===== src/rtl/stopwatch_core_if.sv =====
// Stopwatch core signal bundle: debounced button/adjust controls in,
// BCD digits and status flags out. The master side (button logic or a
// testbench) drives the controls. The slave side (stopwatch_core)
// drives the display/status outputs.
// There is no valid/ready handshake here. The control inputs are
// sampled as levels on every clk edge. Every output is a registered
// value that is valid on every cycle. sec_tick and wrap are one-cycle
// pulses.
interface stopwatch_core_if;
    logic       pause_btn;
    logic       adj;
    logic       sel;
    logic [3:0] min_tens;
    logic [3:0] min_ones;
    logic [3:0] sec_tens;
    logic [3:0] sec_ones;
    logic       running;
    logic       adjusting;
    logic       sec_tick;
    logic       wrap;
    logic [1:0] state_dbg;

    modport master (
        output pause_btn, adj, sel,
        input  min_tens, min_ones, sec_tens, sec_ones,
        input  running, adjusting, sec_tick, wrap, state_dbg
    );

    modport slave (
        input  pause_btn, adj, sel,
        output min_tens, min_ones, sec_tens, sec_ones,
        output running, adjusting, sec_tick, wrap, state_dbg
    );
endinterface


===== src/rtl/stopwatch_core.sv =====
// MM:SS BCD stopwatch with an internal seconds prescaler.
// A rising edge of pause_btn toggles between run and pause.
// When adj is held, the core presets minutes or seconds at the adjust rate.
// Optional macro STOPWATCH_SATURATE_EN: when defined, a RUN rollover past
// MIN_MAX:59 holds at MIN_MAX:59 and pauses, instead of wrapping to 00:00.
module stopwatch_core #(
    parameter int TICK_DIV = 100000000,
    parameter int ADJ_DIV  = 50000000,
    parameter int MIN_MAX  = 99
) (
    input  logic clk,
    input  logic rst,
    stopwatch_core_if.slave sw
);
    typedef enum logic [1:0] {PAUSED = 2'd0, RUN = 2'd1, ADJUST = 2'd2} state_t;

    localparam int PMAX = (TICK_DIV > ADJ_DIV) ? TICK_DIV : ADJ_DIV;
    localparam int PW   = $clog2(PMAX);
    localparam logic [PW-1:0] TICK_LAST = PW'(TICK_DIV - 1);
    localparam logic [PW-1:0] ADJ_LAST  = PW'(ADJ_DIV - 1);
    localparam logic [PW-1:0] PONE      = PW'(1);
    localparam logic [3:0]    MAX_T     = 4'(MIN_MAX / 10);
    localparam logic [3:0]    MAX_O     = 4'(MIN_MAX % 10);

    state_t        state;
    logic [PW-1:0] presc;
    logic          pb_q;
    logic [3:0]    mt, mo, st, so;
    logic          tick_r, wrap_r;

    logic          pe;
    logic [3:0]    so_n, st_n, mo_n, mt_n;
    logic          sec_carry, min_roll;

    assign pe = sw.pause_btn & ~pb_q;

    // BCD +1 of the seconds field (59 -> 00) and of the minutes field (MIN_MAX -> 00)
    always_comb begin
        so_n      = so + 4'd1;
        st_n      = st;
        sec_carry = 1'b0;
        if (so == 4'd9) begin
            so_n = 4'd0;
            if (st == 4'd5) begin
                st_n      = 4'd0;
                sec_carry = 1'b1;
            end else begin
                st_n = st + 4'd1;
            end
        end
        mo_n     = mo + 4'd1;
        mt_n     = mt;
        min_roll = 1'b0;
        if (mt == MAX_T && mo == MAX_O) begin
            mo_n     = 4'd0;
            mt_n     = 4'd0;
            min_roll = 1'b1;
        end else if (mo == 4'd9) begin
            mo_n = 4'd0;
            mt_n = mt + 4'd1;
        end
    end

    // State machine, prescaler, digits and pulse flags
    always_ff @(posedge clk) begin
        if (rst) begin
            state  <= PAUSED;
            presc  <= '0;
            pb_q   <= sw.pause_btn;
            mt     <= 4'd0;
            mo     <= 4'd0;
            st     <= 4'd0;
            so     <= 4'd0;
            tick_r <= 1'b0;
            wrap_r <= 1'b0;
        end else begin
            pb_q   <= sw.pause_btn;
            tick_r <= 1'b0;
            wrap_r <= 1'b0;
            if (sw.adj) begin
                if (state != ADJUST) begin
                    // Entry: any coincident terminal increment is dropped
                    state <= ADJUST;
                    presc <= '0;
                end else if (presc == ADJ_LAST) begin
                    presc <= '0;
                    if (sw.sel) begin
                        mo <= mo_n;
                        mt <= mt_n;
                    end else begin
                        so <= so_n;
                        st <= st_n;
                    end
                end else begin
                    presc <= presc + PONE;
                end
            end else begin
                case (state)
                    ADJUST: begin
                        state <= PAUSED;
                        presc <= '0;
                    end
                    RUN: begin
                        if (presc == TICK_LAST) begin
                            presc  <= '0;
                            tick_r <= 1'b1;
                            if (sec_carry && min_roll) begin
                                wrap_r <= 1'b1;
`ifdef STOPWATCH_SATURATE_EN
                                state  <= PAUSED;
`else
                                so <= so_n;
                                st <= st_n;
                                mo <= mo_n;
                                mt <= mt_n;
`endif
                            end else begin
                                so <= so_n;
                                st <= st_n;
                                if (sec_carry) begin
                                    mo <= mo_n;
                                    mt <= mt_n;
                                end
                            end
                        end else begin
                            presc <= presc + PONE;
                        end
                        if (pe) state <= PAUSED;
                    end
                    default: begin
                        // PAUSED: prescaler holds the fractional second
                        if (pe) state <= RUN;
                    end
                endcase
            end
        end
    end

    assign sw.min_tens  = mt;
    assign sw.min_ones  = mo;
    assign sw.sec_tens  = st;
    assign sw.sec_ones  = so;
    assign sw.running   = (state == RUN);
    assign sw.adjusting = (state == ADJUST);
    assign sw.sec_tick  = tick_r;
    assign sw.wrap      = wrap_r;
    assign sw.state_dbg = state;
endmodule


===== src/flat_wrapper.sv =====
// flat-port wrapper written by rule: the top's interface ports become plain ports
module stopwatch_core_flat 
#(
    parameter int TICK_DIV = 100000000,
    parameter int ADJ_DIV  = 50000000,
    parameter int MIN_MAX  = 99
)
  (clk, rst, sw_pause_btn, sw_adj, sw_sel, sw_min_tens, sw_min_ones, sw_sec_tens, sw_sec_ones, sw_running, sw_adjusting, sw_sec_tick, sw_wrap, sw_state_dbg);
  stopwatch_core_if sw_i ();
  input  logic clk;
  input  logic rst;
  input wire logic [$bits(sw_i.pause_btn)-1:0] sw_pause_btn;
  input wire logic [$bits(sw_i.adj)-1:0] sw_adj;
  input wire logic [$bits(sw_i.sel)-1:0] sw_sel;
  output wire logic [$bits(sw_i.min_tens)-1:0] sw_min_tens;
  output wire logic [$bits(sw_i.min_ones)-1:0] sw_min_ones;
  output wire logic [$bits(sw_i.sec_tens)-1:0] sw_sec_tens;
  output wire logic [$bits(sw_i.sec_ones)-1:0] sw_sec_ones;
  output wire logic [$bits(sw_i.running)-1:0] sw_running;
  output wire logic [$bits(sw_i.adjusting)-1:0] sw_adjusting;
  output wire logic [$bits(sw_i.sec_tick)-1:0] sw_sec_tick;
  output wire logic [$bits(sw_i.wrap)-1:0] sw_wrap;
  output wire logic [$bits(sw_i.state_dbg)-1:0] sw_state_dbg;
  assign sw_i.pause_btn = sw_pause_btn;
  assign sw_i.adj = sw_adj;
  assign sw_i.sel = sw_sel;
  assign sw_min_tens = sw_i.min_tens;
  assign sw_min_ones = sw_i.min_ones;
  assign sw_sec_tens = sw_i.sec_tens;
  assign sw_sec_ones = sw_i.sec_ones;
  assign sw_running = sw_i.running;
  assign sw_adjusting = sw_i.adjusting;
  assign sw_sec_tick = sw_i.sec_tick;
  assign sw_wrap = sw_i.wrap;
  assign sw_state_dbg = sw_i.state_dbg;
  stopwatch_core #(.TICK_DIV(TICK_DIV), .ADJ_DIV(ADJ_DIV), .MIN_MAX(MIN_MAX)) u_core (.clk(clk), .rst(rst), .sw(sw_i));
endmodule

===== config.mk =====
export PLATFORM = sky130hd
export DESIGN_NAME = stopwatch_core_flat
export DESIGN_NICKNAME = d
export VERILOG_FILES = /design/src/rtl/stopwatch_core_if.sv /design/src/rtl/stopwatch_core.sv /design/src/flat_wrapper.sv
export SDC_FILE = /design/constraint.sdc
export NUM_CORES = 1
export LEC_CHECK = 0
export CAP_MARGIN = 20
export CORE_ASPECT_RATIO = 1.5
export CORE_UTILIZATION = 50
export DETAILED_ROUTE_END_ITERATION = 12
export PLACE_DENSITY_LB_ADDON = 0.15
export SYNTH_ARGS = -nofsm -noshare
export SYNTH_HDL_FRONTEND = slang
export SYNTH_SLANG_ARGS = --single-unit

===== constraint.sdc =====
create_clock -name clk -period 2.15 [get_ports clk]
set_input_delay 0.43 -clock clk [delete_from_list [all_inputs] [get_ports clk]]
set_output_delay 0.43 -clock clk [all_outputs]
set_load 0.02 [all_outputs]

Word-level counts from Yosys, hierarchy flattened --
Index checks and enable logic that the tools add are counted.
Storage, ports and cells: bits in read-only memories 0, memories 0, flip-flop bits (word level) 48, bits in latches 0, input bits 5, bits in writable memories 0
Cells by class: divide/modulo/power cells 0, equality and inequality tests 15, $mul 0, bitwise operators 4, shift-type cells 0, multiplexer cells 50, reductions and logical operators 12, add/subtract/negate cells 5, $lt $le $gt $ge 0
Operator list (number):
- $mux 4 | 35
- $mux 27 | 4
- $pmux 27 s2 | 1
- $add 27x1->27 const B | 1
- $eq 27x26->1 const B | 1
- $eq 27x27->1 const B | 1
- $add 4x1->4 const B | 4
- $eq 4x4->1 const B | 3
- $reduce_bool 3->1 | 3
- $mux 2 | 4
- $ne 2x1->1 const B | 3
- $ne 2x2->1 const B | 3
- $reduce_and 6->1 | 1
- $mux 1 | 5
- $reduce_and 5->1 | 1
- $eq 4x3->1 const B | 1
- $pmux 2 s2 | 1
- $reduce_bool 2->1 | 2
- $reduce_or 4->1 | 1
- $ne 3x2->1 const B | 1
- $not 1->1 | 3
- $reduce_and 3->1 | 1
- $reduce_or 3->1 | 1
- $eq 2x1->1 const B | 1
- other kinds (3) | 4

Logic depth before layout (Yosys ltp) --
Gate-level depths: netlist of run 1.
depth after elaboration 8, gate-level depth with buffers 8, gate-level depth less buffers 7

Least setup slack after synthesis of run 1 --
No wires, ideal clock.
path type flip-flop to flip-flop, from register u_core.state[0] (netlist: u_core.sw.state_dbg[0]), to register u_core.presc[21], period minus slack after synthesis 2.236 ns, path slack -0.086 ns, stages on the path, launching flop included 8, required time 2.022 ns, data arrival time 2.109 ns, library setup time 0.128 ns, cell sequence dfxtp_1 > ha_1 > nor3_1 > or4b_1 > clkbuf_1 > nor3_1 > xnor2_1 > nor2_1
Between the ends: cells in the longest elaborated chain, start to end 3, elaborated cells between the ends (all ways) 7, classes of those cells eq/ne: 3; mux: 3; reduce/logical: 1
RTL lines:
- start: declaration | RTL line stopwatch_core.sv:25 | state_t state;
- start signal: assignment | RTL line stopwatch_core.sv:67 | state <= PAUSED;
- start signal: assignment | RTL line stopwatch_core.sv:83 | state <= ADJUST;
- start signal: assignment | RTL line stopwatch_core.sv:100 | state <= PAUSED;
- $eq 2x1->1 *
- named net sw_running | RTL line flat_wrapper.sv:19 | output wire logic [$bits(sw_i.running)-1:0] sw_running;
- $pmux 27 s2 | RTL line stopwatch_core.sv:98 | case (state)
- $mux 27 | RTL line stopwatch_core.sv:80 | if (sw.adj) begin
- end signal: assignment | RTL line stopwatch_core.sv:95 | presc <= presc + PONE;
- end signal: assignment | RTL line stopwatch_core.sv:126 | presc <= presc + PONE;
- end: declaration | RTL line stopwatch_core.sv:26 | logic [PW-1:0] presc;
Mark *: on every way through the listed nets, which the timed path passes. The rest lies on a longest branch. A chain may end at the register's enable or synchronous reset.

Worst setup path after layout of run 1 --
from input port sw_adj, to register u_core.mo[1] (netlist: u_core.sw.min_ones[1])
Between the ends: cells in the longest elaborated chain, start to end 2, elaborated cells between the ends (all ways) 8, classes of those cells eq/ne: 3; mux: 1; reduce/logical: 4
RTL lines:
- start: declaration | RTL line flat_wrapper.sv:13 | input wire logic [$bits(sw_i.adj)-1:0] sw_adj;
- $ne 2x1->1 (no source line), or another cell as far along
- $reduce_and 6->1 (no source line)
- end signal: assignment | RTL line stopwatch_core.sv:88 | mo <= mo_n;
- end signal: assignment | RTL line stopwatch_core.sv:114 | mo <= mo_n;
- end signal: assignment | RTL line stopwatch_core.sv:121 | mo <= mo_n;
- end: declaration | RTL line stopwatch_core.sv:28 | logic [3:0] mt, mo, st, so;
Several ways; a longest one is shown, not always the timed one.

==> impl_metrics.env, run 1 <==
export IMPL_syn_avg_cell_area_um2=8.92
export IMPL_ant_nets=0
export IMPL_cp_arrival_ns=2.28
export IMPL_grt_pass1_wl_um=8760
export IMPL_grt_use_total_pct=21.4
export IMPL_synth_ff_type="dfxtp_1"
export IMPL_rsz0062_at_grt="yes"
export IMPL_cts_root_buf="clkbuf_8"
export IMPL_numCtsBuffers=5
export IMPL_routed_wl_um=5130
export IMPL_ys_seq_elements=48
export IMPL_synth_edff_count=0
export IMPL_yosysTopAreaCellShare_pct=38.5
export IMPL_final_design_area_no_fill_um2=3070
export IMPL_clock_path_buffers=2
export IMPL_hold_class="reg2reg"
export IMPL_drc=0
export IMPL_multi_input_area_um2=1490
export IMPL_insertion_delay_ns=0.30
export IMPL_crit_path_max_fanout=7
export IMPL_ys_top_cells_by_area="dfxtp_1, xnor2_1, nor2_1"
export IMPL_seq_area_frac_synth_pct=38.5
export IMPL_port_buffers=26
export IMPL_layout_drive_gt1_share_pct=16.1
export IMPL_seq_area_um2=962
export IMPL_maxSlewViolCount=0
export IMPL_vias=2137
export IMPL_slowest_stage="clkdlybuf4s50_1"
export IMPL_worstMarginPinSlew_ns=0.374
export IMPL_gr_total_overflow=0
export IMPL_start_kind="primary input"
export IMPL_antenna_found_initial=0
export IMPL_htree_levels=2
export IMPL_end_kind="flop"
export IMPL_criticalPathCategory="in2reg"
export IMPL_pin_count=27
export IMPL_ys_async_sr_fraction_pct=0
export IMPL_post_dp_cell_area_um2=2940
export IMPL_gp_congestion=0.834
export IMPL_grt_max_degree=27
export IMPL_nNetsFinal=333
export IMPL_wl_per_cell_um=13.2
export IMPL_slew_headroom_pct=75.0
export IMPL_synth_nets=290
export IMPL_cts_tree="built"
export IMPL_p_leak_uw=0.00109
export IMPL_synth_warnings=0
export IMPL_post_dp_hpwl_um=3840
export IMPL_fillers=433
export IMPL_ir_drop_mv=0.451
export IMPL_hold_viol=0
export IMPL_min_path_cells=2
export IMPL_cp_depth=8
export IMPL_clk_pin_slew_worst_paths_ns=0.08
export IMPL_crit_family="simple AND/OR/NAND/NOR gates"
export IMPL_maxCapViolations=0
export IMPL_initial_core_util_pct=51.9
export IMPL_drt_iter0_drc=93
export IMPL_path_buf_inv=3
export IMPL_synth_top_cell_by_area="dfxtp_1"
export IMPL_worstPathRequired_ns=2.38
export IMPL_fp_dieH_um=88.6
export IMPL_finalSetupViolations=0
export IMPL_fin_skew_ns=0.00645
export IMPL_finalPower_uw=1540
export IMPL_areaGrowthSynthToFinish_pct=22.8
export IMPL_slowest_delay_ns=0.40
export IMPL_status="finished, final reports clean"
export IMPL_die_w_um=59.7
export IMPL_min_period_ns=2.05
export IMPL_r2r_cells=7
export IMPL_rows=31
export IMPL_cts_sinks=48
export IMPL_drtPass1Iterations=4
export IMPL_hold_buffers=0
export IMPL_diodes=0
export IMPL_cellPowerDensity_nw_per_um2=502
export IMPL_timing_fmax_mhz=488
export IMPL_vias_per_cell=5.49
export IMPL_period_share_pct=95.3
export IMPL_synth_cells=280
export IMPL_ys_types=54
export IMPL_dieArea_um2=5290
export IMPL_grt_pass1_vias=2055
export IMPL_path_cells="clkdlybuf4s50_1, buf_4, and2b_2, and4_4, o2111ai_4, buf_6, or3_1, a21oi_1"
export IMPL_core_um2=4810
export IMPL_holdWs_ns=0.484
export IMPL_syn_area_um2=2500
[placed cells by master (no fill, tap or decap), drive strengths merged, types with 2 or more instances in the layout]
master | Yosys | layout
dfxtp | 48 | 48
nor2 | 38 | 38
clkdlybuf4s50 | 0 | 25
nand2 | 20 | 20
buf | 4 | 20
xnor2 | 17 | 17
a21oi | 12 | 12
nand3 | 11 | 11
xor2 | 10 | 10
nor3 | 10 | 10
inv | 9 | 9
and3 | 9 | 9
nand4 | 8 | 8
and4 | 8 | 8
o21ai | 6 | 6
clkbuf | 6 | 6
and4bb | 5 | 5
ha | 5 | 5
or3 | 4 | 4
or4b | 4 | 4
o211ai | 4 | 4
nor2b | 3 | 3
mux2i | 3 | 3
o31ai | 3 | 3
or4 | 3 | 3
a31oi | 3 | 3
and2 | 3 | 3
and2b | 3 | 3
o41ai | 3 | 3
nand2b | 2 | 2
o21a | 2 | 2
o311ai | 2 | 2
nor3b | 2 | 2
[per-layer routing]
layer | track usage, % | vias to the layer above | wire length [um]
met5 | 0 | - | 0
met4 | 9.09 | 0 | 108
met3 | 4.24 | 11 | 118
met2 | 38.3 | 27 | 2710
met1 | 24.0 | 1010 | 2190
li1 | - | 1089 | -
[flip-flops by register name, summed over array words and instances, names as in the netlist]
name                 flops
u_core.sw.sec_tens       4
u_core.presc            27
u_core.sw.wrap           1
u_core.sw.min_ones       4
u_core.sw.sec_ones       4
u_core.sw.min_tens       4
u_core.pb_q              1
u_core.sw.sec_tick       1
u_core.sw.state_dbg      2
[stage by stage]
step	cells	TNS, ns	worst slack [ns]	utilization [%]
6_report	389	0	0.102	63.8
3_5_place_dp	382	-4.76	-0.279	61.2
2_1_floorplan	280	0	0.0119	-
3_3_place_gp	382	-4.25	-0.241	61.2
5_1_grt	389	-0.00327	-0.00327	63.8
4_1_cts	389	0	0.0174	62.8
[layout make-up]
cell class	instances	area share (%)
Multi-Input combinational cell	213	48.7
Timing Repair Buffer	46	13.6
Clock buffer	6	2.37
Inverter	9	1.10
Clock inverter	1	0.163
Sequential cell	48	31.4
Tap cell	66	2.69
[cells by family after synthesis]
logic type               count (synthesis)  synth area share, %
AND/OR/NAND/NOR                        138                 32.0
flip-flops                              48                 38.5
AO/OA/AOI/OAI                           40                 13.0
XOR/XNOR                                27                 9.47
buffers and inverters                   19                 3.41
adder cells (fa/ha/maj)                  5                 2.51
multiplexers                             3                 1.20
[report_power, final]
part | switching, uW | internal (uW) | total [uW]
Clock | 283 | 222 | 504
Sequential | 7.06 | 896 | 903
Combinational | 71.0 | 60.2 | 131
[synth_stat cells, types with 4 or more instances]
cell type,count
clkbuf_1,6
nand4_1,8
dfxtp_1,48
nor2_1,38
and4_1,5
and4bb_1,4
a21oi_1,12
xor2_1,10
or3_1,4
nor3_1,10
and3_1,6
nand2_1,20
xnor2_1,17
ha_1,5
nand3_1,11
inv_1,9
o21ai_0,5
[worst register-to-register path, delay by kind of cell (launching register included)]
family,cells,cell delay (ns)
compound gates,2,0.32
fa+ha+maj,1,0.29
buf+inv,1,0.18
flops,1,0.40
simple gates,3,0.77
[path summary, 6_finish.rpt]
kind,slack (ns),to,startpoint
worst max-delay path,0.10,u_core.sw.min_ones[1]$_SDFFE_PP0P_,sw_adj
worst min-delay path,0.48,u_core.presc[1]$_SDFFE_PP0P_,u_core.presc[1]$_SDFFE_PP0P_
worst max register to register,0.14,u_core.sw.min_ones[1]$_SDFFE_PP0P_,u_core.sw.state_dbg[1]$_SDFFE_PP0P_
worst min register to register,0.48,u_core.presc[1]$_SDFFE_PP0P_,u_core.presc[1]$_SDFFE_PP0P_
[repair_timing]
action | CTS | global route
setup buffers | 0 | 0
gates resized for setup | 0 | 9
setup endpoints to repair | 0 | 9
hold endpoints to repair | 0 | 0
Note: power is estimated with default switching activity, not from simulation.
==> run 2, diff against run 1 <==
--- a/config.mk
+++ b/config.mk
@@ -13,3 +13,4 @@
 export SYNTH_ARGS = -nofsm -noshare
 export SYNTH_HDL_FRONTEND = slang
 export SYNTH_SLANG_ARGS = --single-unit
+export TNS_END_PERCENT = 50
==> constraint.sdc (replaced) <==
create_clock -name clk -period 2.5 [get_ports clk]
set_input_delay 0.5 -clock clk [delete_from_list [all_inputs] [get_ports clk]]
set_output_delay 0.5 -clock clk [all_outputs]
set_load 0.02 [all_outputs]
==> run 2 against run 1 <==
  * First-iteration DRC count fell by 37%
  * Sequential share of layout area grew 1.1 points
  * Clock power fell by 6.9%
==> impl_metrics.env, run 2 (synthesis gave the netlist of run 1 again) <==
export IMPL_seq_area_um2=961
export IMPL_initial_core_util_pct=51.9
export IMPL_ir_drop_mv=0.416
export IMPL_ant_nets=0
export IMPL_gr_total_overflow=0
export IMPL_largest_register_ffs=27
export IMPL_worstReg2RegEnd="u_core.sw.min_ones[1]$_SDFFE_PP0P_"
export IMPL_vias=2075
export IMPL_worstMarginPinSlew_ns=0.442
export IMPL_criticalPathCategory="in2reg"
export IMPL_numCtsBuffers=5
export IMPL_cts_tree="built"
export IMPL_path_cells="clkdlybuf4s50_1, buf_4, and2b_2, and4_2, o2111ai_4, buf_4, or3_1, a21oi_1"
export IMPL_rsz0062_at_grt="no"
export IMPL_clock_path_buffers=2
export IMPL_finalSetupViolations=0
export IMPL_grt_pass1_wl_um=8460
export IMPL_final_common_cell="dfxtp_1"
export IMPL_cellPowerDensity_nw_per_um2=455
export IMPL_drtPass1Iterations=4
export IMPL_fin_ws_ns=0.305
export IMPL_min_path_cells=2
export IMPL_slew_headroom_pct=70.4
export IMPL_routed_wl_um=4930
export IMPL_drc=0
export IMPL_htree_levels=2
export IMPL_crit_family="simple AND/OR/NAND/NOR gates"
export IMPL_fin_skew_ns=0.00576
export IMPL_fillers=450
export IMPL_layout_drive_gt1_share_pct=11.1
export IMPL_diodes=0
export IMPL_vias_per_cell=5.45
export IMPL_r2r_start="u_core.sw.state_dbg[1]$_SDFFE_PP0P_"
export IMPL_min_from="u_core.presc[1]$_SDFFE_PP0P_"
export IMPL_antenna_found_initial=0
export IMPL_hold_viol=0
export IMPL_maxSlewViolCount=0
export IMPL_worstPathRequired_ns=2.73
export IMPL_hold_end="u_core.presc[1]$_SDFFE_PP0P_"
export IMPL_crit_path_max_fanout=8
export IMPL_grt_max_degree=27
export IMPL_insertion_delay_ns=0.30
export IMPL_grt_pass1_vias=1954
export IMPL_cts_root_buf="clkbuf_8"
export IMPL_rows=31
export IMPL_mostFrequentLayoutCells="dfxtp_1, nor2_1, clkdlybuf4s50_1, nand2_1, xnor2_1"
export IMPL_nNetsFinal=324
export IMPL_pin_count=27
export IMPL_slowest_delay_ns=0.40
export IMPL_dpl_worst_slack_ns=-0.00822
export IMPL_dieArea_um2=5290
export IMPL_utilization_pct=61.6
export IMPL_core_um2=4810
export IMPL_cts_sinks=48
export IMPL_cts_setup_buffers=0
export IMPL_period_share_pct=87.8
export IMPL_port_buffers=26
export IMPL_areaGrowthSynthToFinish_pct=18.6
export IMPL_die_w_um=59.7
export IMPL_timing_fmax_mhz=456
export IMPL_largest_register="u_core.presc"
export IMPL_min_period_ns=2.19
export IMPL_hold_buffers=0
export IMPL_grt_use_total_pct=20.6
export IMPL_post_dp_hpwl_um=3600
export IMPL_wl_per_cell_um=13.0
export IMPL_path_buf_inv=3
export IMPL_cp_arrival_ns=2.42
export IMPL_finalPower_uw=1350
export IMPL_p_leak_uw=0.00103
export IMPL_status="finished, final reports clean"
export IMPL_critPathLaunch="sw_adj"
export IMPL_end_kind="flop"
export IMPL_slowest_stage="clkdlybuf4s50_1"
export IMPL_maxCapViolations=0
export IMPL_gp_congestion=0.880
export IMPL_cts_resized=0
export IMPL_r2r_cells=8
export IMPL_reg2reg_slack_ns=0.36
export IMPL_start_kind="primary input"
export IMPL_multi_input_area_um2=1450
export IMPL_drt_iter0_drc=59
export IMPL_clk_pin_slew_worst_paths_ns=0.08
export IMPL_fp_dieH_um=88.6
export IMPL_crit_top_cell="buf_4"
export IMPL_hold_class="reg2reg"
==> run 2: power breakdown <==
part | internal, uW | total (uW) | switching, uW
clock | 226 | 469 | 243
sequential | 770 | 776 | 5.38
combinational | 44.6 | 103 | 58.8
==> run 2: per-layer routing <==
metal,global-route usage (%),wire length (um)
met5,0,0
met1,23.4,2160
met2,36.5,2540
met3,4.39,146
met4,8.67,92
==> run 2: stage by stage <==
| step | hold WS [ns] | setup TNS [ns] | area [um^2] | cells |
|---|---|---|---|---|
| floorplan | 0.449 | 0 | 2500 | 280 |
| global placement | 0.465 | 0 | 2870 | 373 |
| detailed placement | 0.477 | -0.0136 | 2870 | 373 |
| CTS | 0.487 | 0 | 2960 | 381 |
| global route | 0.523 | 0 | 2960 | 381 |
| finish | 0.483 | 0 | 2960 | 381 |
==> run 2: tightest hold or removal path: stages (launching register included) <==
cell     delay (ns)
dfxtp_1        0.33
nand2_1        0.06
a21oi_1        0.05
==> run 2: cell type report <==
class | instances | area share (%)
clock buffers | 8 | 3.04
well taps | 66 | 2.79
flip-flops and latches | 48 | 32.4
inverters | 9 | 1.14
multi-input cells | 213 | 49.0
repair buffers | 37 | 11.6
==> run 2: worst max-delay path by stage <==
stage,endpoint,slack [ns],cells past startpoint
after CTS,u_core.sw.min_ones[1]$_SDFFE_PP0P_,0.30,8
after global placement,u_core.sw.min_ones[1]$_SDFFE_PP0P_,0.03,8
after global routing,u_core.sw.min_ones[1]$_SDFFE_PP0P_,0.21,8
after floorplan,u_core.presc[21]$_SDFFE_PP0P_,0.26,7
final,u_core.sw.min_ones[1]$_SDFFE_PP0P_,0.31,8
after detailed placement,u_core.sw.min_ones[1]$_SDFFE_PP0P_,-0.008,8
